--- src/rtl/hist_mask_overlay.sv ---
// ============================================================================
// hist_mask_overlay
// ----------------------------------------------------------------------------
// Renders an RGB preview of the histogram-equalisation mask stream. Saturated
// pixels are painted red and contrast-masked pixels are tinted green. The
// result is buffered in a small first-word-fall-through FIFO so the display
// sink can apply backpressure. Per-frame statistics are produced for software.
//
// Optional feature macro: HIST_OVERLAY_STATS_EN
//   defined   : stats FSM, accumulators and count outputs are built.
//   undefined : mask_count, sat_count, line_count and stats_valid are tied to 0.
//
// Parameters
//   DATA_WIDTH  bits per channel (tdata is 3*DATA_WIDTH wide)
//   FIFO_DEPTH  output FIFO entries, power of two, >= 4
//   CNT_WIDTH   width of the per-frame mask/saturation counters
//
// Ports
//   i_sys_clk       system clock, rising edge
//   i_sys_areset    asynchronous active-high reset
//   en_overlay      1 = colour overlay, 0 = grey on all channels
//   clear_overflow  synchronous clear of the sticky overflow flag
//   s_axis_*        input pixel {sat mask, contrast mask, grey} + qualifiers
//   m_axis_*        output pixel {R,G,B} + qualifiers, FWFT from the FIFO
//   mask_count      contrast-mask pixels of the last completed frame
//   sat_count       saturated pixels of the last completed frame
//   line_count      tlast beats of the last completed frame
//   stats_valid     one-cycle pulse when the counts update
//   overflow        sticky: a pixel was dropped because the FIFO was full
// ============================================================================
module hist_mask_overlay #(
   parameter int DATA_WIDTH = 8,
   parameter int FIFO_DEPTH = 16,
   parameter int CNT_WIDTH  = 24
) (
   input  logic                    i_sys_clk,
   input  logic                    i_sys_areset,
   input  logic                    en_overlay,
   input  logic                    clear_overflow,
   input  logic [3*DATA_WIDTH-1:0] s_axis_tdata,
   input  logic                    s_axis_tvalid,
   input  logic                    s_axis_tuser,
   input  logic                    s_axis_tlast,
   output logic                    s_axis_tready,
   output logic [3*DATA_WIDTH-1:0] m_axis_tdata,
   output logic                    m_axis_tvalid,
   output logic                    m_axis_tuser,
   output logic                    m_axis_tlast,
   input  logic                    m_axis_tready,
   output logic [CNT_WIDTH-1:0]    mask_count,
   output logic [CNT_WIDTH-1:0]    sat_count,
   output logic [15:0]             line_count,
   output logic                    stats_valid,
   output logic                    overflow
);

   localparam int PW = 3 * DATA_WIDTH;       // pixel width
   localparam int EW = PW + 2;               // FIFO entry: {tuser, tlast, rgb}
   localparam int AW = $clog2(FIFO_DEPTH);

   localparam logic [DATA_WIDTH-1:0] CH_ONES = '1;
   localparam logic [DATA_WIDTH-1:0] CH_ZERO = '0;
   localparam logic [DATA_WIDTH-1:0] CH_HALF = {1'b1, {(DATA_WIDTH-1){1'b0}}};
   localparam logic [AW:0]           FULL_CNT = (AW+1)'(FIFO_DEPTH);

   // -------------------------------------------------------------------------
   // Input decode
   // -------------------------------------------------------------------------
   logic                  in_sat;
   logic                  in_msk;
   logic [DATA_WIDTH-1:0] grey;
   logic [DATA_WIDTH-1:0] half_grey;
   logic [PW-1:0]         rgb_next;

   assign in_sat    = (s_axis_tdata[3*DATA_WIDTH-1 -: DATA_WIDTH] == CH_ONES);
   assign in_msk    = (s_axis_tdata[2*DATA_WIDTH-1 -: DATA_WIDTH] == CH_ONES);
   assign grey      = s_axis_tdata[DATA_WIDTH-1:0];
   assign half_grey = grey >> 1;

   // Saturation wins over the mask tint. The green channel is half-scale plus
   // half the grey, so it can never exceed all-ones.
   // NOTE: every combinational output gets a default first, so no path through
   // the block leaves it unassigned and no latch is inferred.
   always_comb begin
      rgb_next = {grey, grey, grey};
      if (en_overlay) begin
         if (in_sat)
            rgb_next = {CH_ONES, CH_ZERO, CH_ZERO};
         else if (in_msk)
            rgb_next = {half_grey, CH_HALF + half_grey, half_grey};
      end
   end

   // -------------------------------------------------------------------------
   // Colour stage register
   // -------------------------------------------------------------------------
   logic          col_valid;
   logic          col_user;
   logic          col_last;
   logic [PW-1:0] col_rgb;

   // NOTE: clocked state uses non-blocking assignments so every register
   // samples pre-edge values regardless of block ordering.
   always_ff @(posedge i_sys_clk or posedge i_sys_areset) begin
      if (i_sys_areset) begin
         col_valid <= 1'b0;
         col_user  <= 1'b0;
         col_last  <= 1'b0;
         col_rgb   <= '0;
      end else begin
         col_valid <= s_axis_tvalid;
         col_user  <= s_axis_tuser;
         col_last  <= s_axis_tlast;
         col_rgb   <= rgb_next;
      end
   end

   // -------------------------------------------------------------------------
   // Output FIFO (first-word-fall-through)
   // -------------------------------------------------------------------------
   logic [EW-1:0] mem [FIFO_DEPTH];
   logic [AW-1:0] wr_ptr;
   logic [AW-1:0] rd_ptr;
   logic [AW:0]   count;
   logic          full;
   logic          do_rd;
   logic          do_wr;
   logic          ready_en;
   logic [EW-1:0] head;

   assign full  = (count == FULL_CNT);
   assign do_rd = m_axis_tvalid & m_axis_tready;
   // A read in the same cycle frees the slot the write needs.
   assign do_wr = col_valid & (~full | do_rd);

   // NOTE: the storage array is not reset; only the pointers and count are.
   // Stale contents are never observable because the outputs are gated by
   // m_axis_tvalid, which follows the count.
   always_ff @(posedge i_sys_clk) begin
      if (do_wr)
         mem[wr_ptr] <= {col_user, col_last, col_rgb};
   end

   always_ff @(posedge i_sys_clk or posedge i_sys_areset) begin
      if (i_sys_areset) begin
         wr_ptr   <= '0;
         rd_ptr   <= '0;
         count    <= '0;
         ready_en <= 1'b0;
         overflow <= 1'b0;
      end else begin
         ready_en <= 1'b1;
         // Pointers wrap naturally because FIFO_DEPTH is a power of two.
         if (do_wr)
            wr_ptr <= wr_ptr + 1'b1;
         if (do_rd)
            rd_ptr <= rd_ptr + 1'b1;
         case ({do_wr, do_rd})
            2'b10:   count <= count + 1'b1;
            2'b01:   count <= count - 1'b1;
            default: count <= count;
         endcase
         // Setting a drop outranks a clear arriving in the same cycle.
         if (col_valid && full && !do_rd)
            overflow <= 1'b1;
         else if (clear_overflow)
            overflow <= 1'b0;
      end
   end

   // ready_en holds tready low during reset and the edge that releases it.
   assign s_axis_tready = ready_en & ~full;

   assign head          = mem[rd_ptr];
   assign m_axis_tvalid = (count != '0);
   assign m_axis_tdata  = m_axis_tvalid ? head[PW-1:0] : '0;
   assign m_axis_tlast  = m_axis_tvalid & head[PW];
   assign m_axis_tuser  = m_axis_tvalid & head[PW+1];

   // -------------------------------------------------------------------------
   // Per-frame statistics
   // -------------------------------------------------------------------------
`ifdef HIST_OVERLAY_STATS_EN
   typedef enum logic {
      WAIT_SOF = 1'b0,
      IN_FRAME = 1'b1
   } stats_state_t;

   stats_state_t         state;
   logic [CNT_WIDTH-1:0] mask_acc;
   logic [CNT_WIDTH-1:0] sat_acc;
   logic [15:0]          line_acc;

   // Counts follow the raw input stream, so FIFO drops do not affect them.
   always_ff @(posedge i_sys_clk or posedge i_sys_areset) begin
      if (i_sys_areset) begin
         state       <= WAIT_SOF;
         mask_acc    <= '0;
         sat_acc     <= '0;
         line_acc    <= '0;
         mask_count  <= '0;
         sat_count   <= '0;
         line_count  <= '0;
         stats_valid <= 1'b0;
      end else begin
         stats_valid <= 1'b0;
         case (state)
            WAIT_SOF: begin
               if (s_axis_tvalid && s_axis_tuser) begin
                  mask_acc <= CNT_WIDTH'(in_msk);
                  sat_acc  <= CNT_WIDTH'(in_sat);
                  line_acc <= 16'(s_axis_tlast);
                  state    <= IN_FRAME;
               end
            end
            IN_FRAME: begin
               if (s_axis_tvalid) begin
                  if (s_axis_tuser) begin
                     // Frame boundary: publish the finished frame and start
                     // the new one with the current pixel's contribution.
                     mask_count  <= mask_acc;
                     sat_count   <= sat_acc;
                     line_count  <= line_acc;
                     stats_valid <= 1'b1;
                     mask_acc    <= CNT_WIDTH'(in_msk);
                     sat_acc     <= CNT_WIDTH'(in_sat);
                     line_acc    <= 16'(s_axis_tlast);
                  end else begin
                     // Mask is counted even when saturation wins the colour.
                     if (in_msk && !(&mask_acc))
                        mask_acc <= mask_acc + 1'b1;
                     if (in_sat && !(&sat_acc))
                        sat_acc <= sat_acc + 1'b1;
                     if (s_axis_tlast && !(&line_acc))
                        line_acc <= line_acc + 1'b1;
                  end
               end
            end
            default: state <= WAIT_SOF;
         endcase
      end
   end
`else
   assign mask_count  = '0;
   assign sat_count   = '0;
   assign line_count  = '0;
   assign stats_valid = 1'b0;
`endif

endmodule

--- config.mk ---
export PLATFORM = sky130hd
export DESIGN_NAME = hist_mask_overlay
export DESIGN_NICKNAME = d
export VERILOG_FILES = /design/src/rtl/hist_mask_overlay.sv
export SDC_FILE = /design/constraint.sdc
export NUM_CORES = 1
export LEC_CHECK = 0
export ABC_AREA = 0
export CAP_MARGIN = 10
export CELL_PAD_IN_SITES_DETAIL_PLACEMENT = 0
export CELL_PAD_IN_SITES_GLOBAL_PLACEMENT = 2
export CORE_ASPECT_RATIO = 1.75
export CORE_MARGIN = 2
export CORE_UTILIZATION = 47
export CTS_BUF_LIST = sky130_fd_sc_hd__clkbuf_16
export CTS_CLUSTER_DIAMETER = 150
export DETAILED_ROUTE_END_ITERATION = 12
export PLACE_DENSITY_LB_ADDON = 0.1
export SLEW_MARGIN = 20
export SYNTH_ARGS = -nofsm -noshare
export SYNTH_HDL_FRONTEND = slang
export SYNTH_SLANG_ARGS = --single-unit
--- constraint.sdc ---
create_clock -name i_sys_clk -period 8.83 [get_ports i_sys_clk]
set_clock_uncertainty 0.1 [all_clocks]
set_input_delay 1.766 -clock i_sys_clk [delete_from_list [all_inputs] [get_ports i_sys_clk]]
set_output_delay 1.766 -clock i_sys_clk [all_outputs]
set_load 0.02 [all_outputs]
==> impl_metrics.toml, run 1 <==
[setup_path]
slowest_delay_ns = 0.89
rr_startpoint = "count[1]"
arrival_ns = 3.87
worst-endpoint-required_ns = 6.96
cpMaxStageDelayCell = "dfrtp_4"
path_delay_family = "buffers and inverters"
path_buf_inv = 2
critPathKind = "flop to primary output"
critical_path.endpoint_type = "primary output"
reg2regPathDepth = 8
startpoint = "rd_ptr[1]"
worst-path-stages = 6
path_cells = "buf_4, mux4_2, mux2_2, o21ai_1, a21oi_1, clkdlybuf4s50_1"
critPathLaunchType = "flop"
crit_fanout = 42

[synth]
async_reset_ff_share_pct = 10.32
synth_top_flop_cell = "edfxtp_1"
synth_seq_cells = 339
synth-edff-count = 304
synth_cell_types = 44
synth-warning-count = 0
synth_mux_area_share_pct = 15.71
synth-simple-area-share_pct = 2.071
synth_xor_area_share_pct = 0.5723
synthAdderAreaFrac_pct = 0.6359
synth_compound_area_share_pct = 3.152
syn-cell-area_um2 = 13770
syn_area_per_cell_um2 = 19.34
synthCells = 712
synth-seq-area-share_pct = 72.64
synth_top_family_by_area = "multiplexers"

[pwr]
pwr-share-comb_pct = 31.7
p_leak_nw = 5.193
switchingPower_w = 0.001601
p_int_w = 0.003451
switching_share_pct = 31.69
p_seq_share_pct = 42.6
irDropWorstVdd_v = 0.0002333
powerDensity_nw_per_um2 = 324.6
power_frac_clock_pct = 25.7

[sta]
period_minus_slack_ns = 5.731
fin_crit_sh_pct = 64.91
worst_slack_ns = 3.099
fin_setup_tns_ns = 0
rsz0062_at_grt = "no"
timing.final.hold_violations = 0
drv_slew = 0
slew_headroom_pct = 36.85
maxClockFrequency_ghz = 0.1745
setup-violations-final = 0
tightest_slew_ns = 0.9450

[route]
drc = 0
dr.first_iter.drc_count = 507
num_vias = 6530
firstDrtPassIters = 4
wl_per_cell_um = 26.22
via_per_inst = 5.572
antenna_left = 0
routed_wl_um = 30730

[job]
drv_cap = 0

[place]
place.gp.congestion = 0.7215
io_buffers = 60
dp_slack_ns = 3.623
dp_hpwl_um = 18030

[floorplan]
die_y_um = 230.5
core-area_um2 = 28730
rows = 82
start_util_pct = 47.94
dieArea_um2 = 30740
ios = 126
die_width_um = 133.4

[cells_and_area]
filler_cell_count = 2297
final_cell_mix = "304 x edfxtp_1, 76 x mux4_2, 66 x conb_1"
fin_util_pct = 54.17
n_antenna_cell = 0
syn2layout_area_growth_pct = 12.99
final_common_cell = "edfxtp_1"
final_layout_size_suffix_gt1_share_pct = 21.79
final_nets = 811

[worst_hold_path]
min_from = "overflow"
min_path_type = "flop to flop"
hold_depth = 2

[clocking]
cts_inserted_buffers = 29
cts_buffer_depth = 3
post-cts-setup-buffer-count = 0
cts_tree = "yes"
root_buffer = "clkbuf_16"
ctsHoldBuffers = 0
cts.clk_slew.worst_paths_ns = 0.07
h-tree-depth = 1
cts-resized-gates = 0
cts_sinks = 339
clkLatencyLatePin_ns = 0.55

[grt]
grt_max_degree = 43
grt_usage_pct = 20.52
grt_overflow_total = 0
grt_pass1_wl_um = 45680
antenna_found_initial = 0
grt_pass1_vias = 7051

[run_status]
outcome = "finished clean"
[area by class of cell]
type / count / area [um2] / area share, %
sequential: 339 / 10010 / 64.34
multi-input combinational: 325 / 3407 / 21.89
clock buffer: 29 / 725.7 / 4.663
timing repair buffer: 70 / 675.6 / 4.342
tap: 378 / 473.0 / 3.039
clock inverter: 24 / 241.5 / 1.552
inverter: 7 / 26.28 / 0.1688
[through the flow]
| stage | instance area, um2 | total power [W] | hold slack, ns | instances |
|---|---|---|---|---|
| floorplan | 14010 | 0.003240 | 0.4385 | 776 |
| global placement | 14600 | 0.003788 | 0.4126 | 1119 |
| detailed placement | 14600 | 0.003820 | 0.4439 | 1119 |
| CTS | 15560 | 0.005114 | 0.4549 | 1172 |
| global route | 15560 | 0.005283 | 0.4946 | 1172 |
| finish | 15560 | 0.005052 | 0.4419 | 1172 |
[state kept, by name, indices dropped and copies added (netlist names)]
register	count
mem	304
col_rgb	17
count	5
rd_ptr	4
wr_ptr	4
col_last	1
col_user	1
col_valid	1
overflow	1
ready_en	1
[cell usage after synthesis (9+ instances only)]
library cell    n  share of area, %
mux4_2         76                12
buf_4          72               3.9
mux2_2         20               1.6
nand2_1         9              0.25
clkbuf_1       10              0.27
buf_2          17              0.62
edfxtp_1      304                66
o21ai_1        16              0.58
nor2_1         18              0.49
dfrtp_1        35               6.4
mux2i_1        20               1.5
a21oi_1        21              0.76
[logic make-up after synthesis]
logic type / after synthesis
mux: 118
xor+xnor: 9
buf+inv: 112
simple gates: 55
fa+ha+maj: 7
compound gates: 70
other cells: 2
flops: 339
[path summary, 6_finish.rpt]
path / slack, ns / to
max: 3.10 / m_axis_tdata[18]
min: 0.44 / overflow
max reg2reg: 5.80 / count[4]
min reg2reg: 0.44 / overflow
max in group asynchronous: 6.64 / rd_ptr[0]
min in group asynchronous: 1.56 / count[1]
[layer usage]
metal  vias up  GRT usage [%]  part of all wire [%]
li1       2810              -                     -
met1      3509          24.16                    38
met2       169          38.63                    56
met3        42          2.701                   3.8
met4         0          6.416                   2.3
met5         -              0                     0
[power groups by stage]
stage | clock, W | sequential (W) | combinational [W]
2_1_floorplan | 0 | 0.00201 | 0.00123
3_3_place_gp | 0 | 0.00218 | 0.00161
3_5_place_dp | 0 | 0.00219 | 0.00163
4_1_cts | 0.00132 | 0.00216 | 0.00163
5_1_grt | 0.00138 | 0.00218 | 0.00172
6_report | 0.00130 | 0.00215 | 0.00160
[worst reg2reg max path: cells and delay by family, from the launching register on]
kind,cells,cell delay [ns]
AO/OA/AOI/OAI,3,0.83
flip-flops,1,0.48
AND/OR/NAND/NOR,2,0.71
XOR/XNOR,1,0.19
adder cells (fa/ha/maj),1,0.25
multiplexers,1,0.35
(Power assumes the default switching activity.)
==> inputs of run 2 (changes only) <==
--- a/config.mk
+++ b/config.mk
@@ -11,7 +11,7 @@
 export CELL_PAD_IN_SITES_GLOBAL_PLACEMENT = 2
 export CORE_ASPECT_RATIO = 1.75
 export CORE_MARGIN = 2
-export CORE_UTILIZATION = 47
+export CORE_UTILIZATION = 44
 export CTS_BUF_LIST = sky130_fd_sc_hd__clkbuf_16
 export CTS_CLUSTER_DIAMETER = 150
 export DETAILED_ROUTE_END_ITERATION = 12
==> constraint.sdc (replaced) <==
create_clock -name i_sys_clk -period 5.35 [get_ports i_sys_clk]
set_clock_uncertainty 0.1 [all_clocks]
set_input_delay 1.07 -clock i_sys_clk [delete_from_list [all_inputs] [get_ports i_sys_clk]]
set_output_delay 1.07 -clock i_sys_clk [all_outputs]
set_load 0.02 [all_outputs]
==> impl_metrics.toml, run 2 (synthesized netlist as in run 1, its figures left out) <==
[clocking]
cts.clk_slew.worst_paths_ns = 0.07
cts_buffer_depth = 3
cts_tree = "yes"
clkLatencyLatePin_ns = 0.56
ctsHoldBuffers = 0
root_buffer = "clkbuf_16"
cts_inserted_buffers = 30
cts_sinks = 339
cts-resized-gates = 0
h-tree-depth = 1
post-cts-setup-buffer-count = 0

[route]
via_per_inst = 5.462
drc = 0
wl_per_cell_um = 25.28
antenna_left = 0
dr.first_iter.drc_count = 479
num_vias = 6603
firstDrtPassIters = 6
routed_wl_um = 30570

[job]
drv_cap = 0

[worst_hold_path]
min_path_type = "flop to flop"
hold_depth = 2

[floorplan]
start_util_pct = 44.66
ios = 126
core-area_um2 = 30840
dieArea_um2 = 32790
die_width_um = 137.7
die_y_um = 238.1
rows = 85

[grt]
grt_usage_pct = 19.37
grt_overflow_total = 0
grt_max_degree = 56
grt_pass1_wl_um = 45250
grt_pass1_vias = 6956
antenna_found_initial = 0

[sta]
setup-violations-final = 0
worst_slack_ns = 0.7916
period_minus_slack_ns = 4.558
maxClockFrequency_ghz = 0.2194
rsz0062_at_grt = "no"
timing.final.hold_violations = 0
fin_crit_sh_pct = 85.20
fin_setup_tns_ns = 0
slew_headroom_pct = 38.82
drv_slew = 0
tightest_slew_ns = 0.9178

[setup_path]
startpoint = "rd_ptr[1]"
worst-endpoint-required_ns = 4.18
reg2regPathDepth = 8
crit_fanout = 29
critPathLaunchType = "flop"
arrival_ns = 3.39
endpoint = "m_axis_tdata[16]"
rr_startpoint = "count[1]"
reg2reg_slack_ns = 2.40
critPathKind = "flop to primary output"
critical_path.endpoint_type = "primary output"
r2r-end = "count[4]"

[place]
dp_cells = 1154
io_buffers = 60
dp_hpwl_um = 19400
place.gp.congestion = 0.7615
dp_slack_ns = 1.220

[pwr]
p_leak_nw = 5.295
total_power_w = 0.008279
irDropWorstVdd_v = 0.0004100
powerDensity_nw_per_um2 = 527.4

[cells_and_area]
fin_util_pct = 50.89
filler_cell_count = 2495
syn2layout_area_growth_pct = 13.96
layout.cells.non_filler = 1209
final_cell_mix = "304 x edfxtp_1, 76 x mux4_2, 66 x conb_1"
largest_reg_flops = 304
registers.top_by_ff_count = "mem"
largestRegisters = "mem: 304 flops, col_rgb: 17 flops, count: 5 flops"
n_antenna_cell = 0
final_layout_size_suffix_gt1_share_pct = 23.47
final_common_cell = "edfxtp_1"
final_nets = 834

[run_status]
outcome = "finished clean"
==> run 2: critical path, stage by stage, from the launching register on <==
cell and delay, ns:
dfrtp_4 0.80, buf_4 0.34, mux4_2 0.52, mux2_2 0.27, o21ai_1 0.13, a21oi_1 0.13
clkdlybuf4s50_1 0.63
==> run 2: stage by stage <==
stage,hold slack [ns],cell area (um2)
2_1_floorplan,0.4385,14010
3_3_place_gp,0.4149,14750
3_5_place_dp,0.4192,14750
4_1_cts,0.4391,15700
5_1_grt,0.4931,15700
6_report,0.4396,15700
==> run 2: final cells by class <==
class | count | area [um2] | share of cell area, %
repair buffers | 92 | 878.3 | 5.596
clock buffers | 31 | 775.7 | 4.942
well taps | 391 | 489.2 | 3.117
flip-flops and latches | 339 | 10010 | 63.79
multi-input cells | 325 | 3347 | 21.32
clock inverters | 24 | 166.4 | 1.060
inverters | 7 | 26.28 | 0.1674
==> run 2: how the worst min path moves through the flow <==
stage	startpoint	to	slack, ns
after floorplan	count[0]	count[0]	0.44
after global placement	overflow	overflow	0.41
after detailed placement	overflow	overflow	0.42
after CTS	overflow	overflow	0.44
after global routing	overflow	overflow	0.49
final	overflow	overflow	0.44
==> run 2: per-layer routing <==
layer	up-vias	GRT usage, %	part of all wire, %
met2	158	36.68	58
met4	0	5.318	2.2
li1	2869	-	-
met3	35	2.337	3.5
met5	-	0	0
met1	3541	22.77	37
==> run 2: power by group <==
group | switching, W | internal (W) | total [W]
Clock | 0.000908 | 0.00114 | 0.00205
Sequential | 0.000290 | 0.00319 | 0.00348
Combinational | 0.00141 | 0.00134 | 0.00275
Total | 0.00261 | 0.00567 | 0.00828
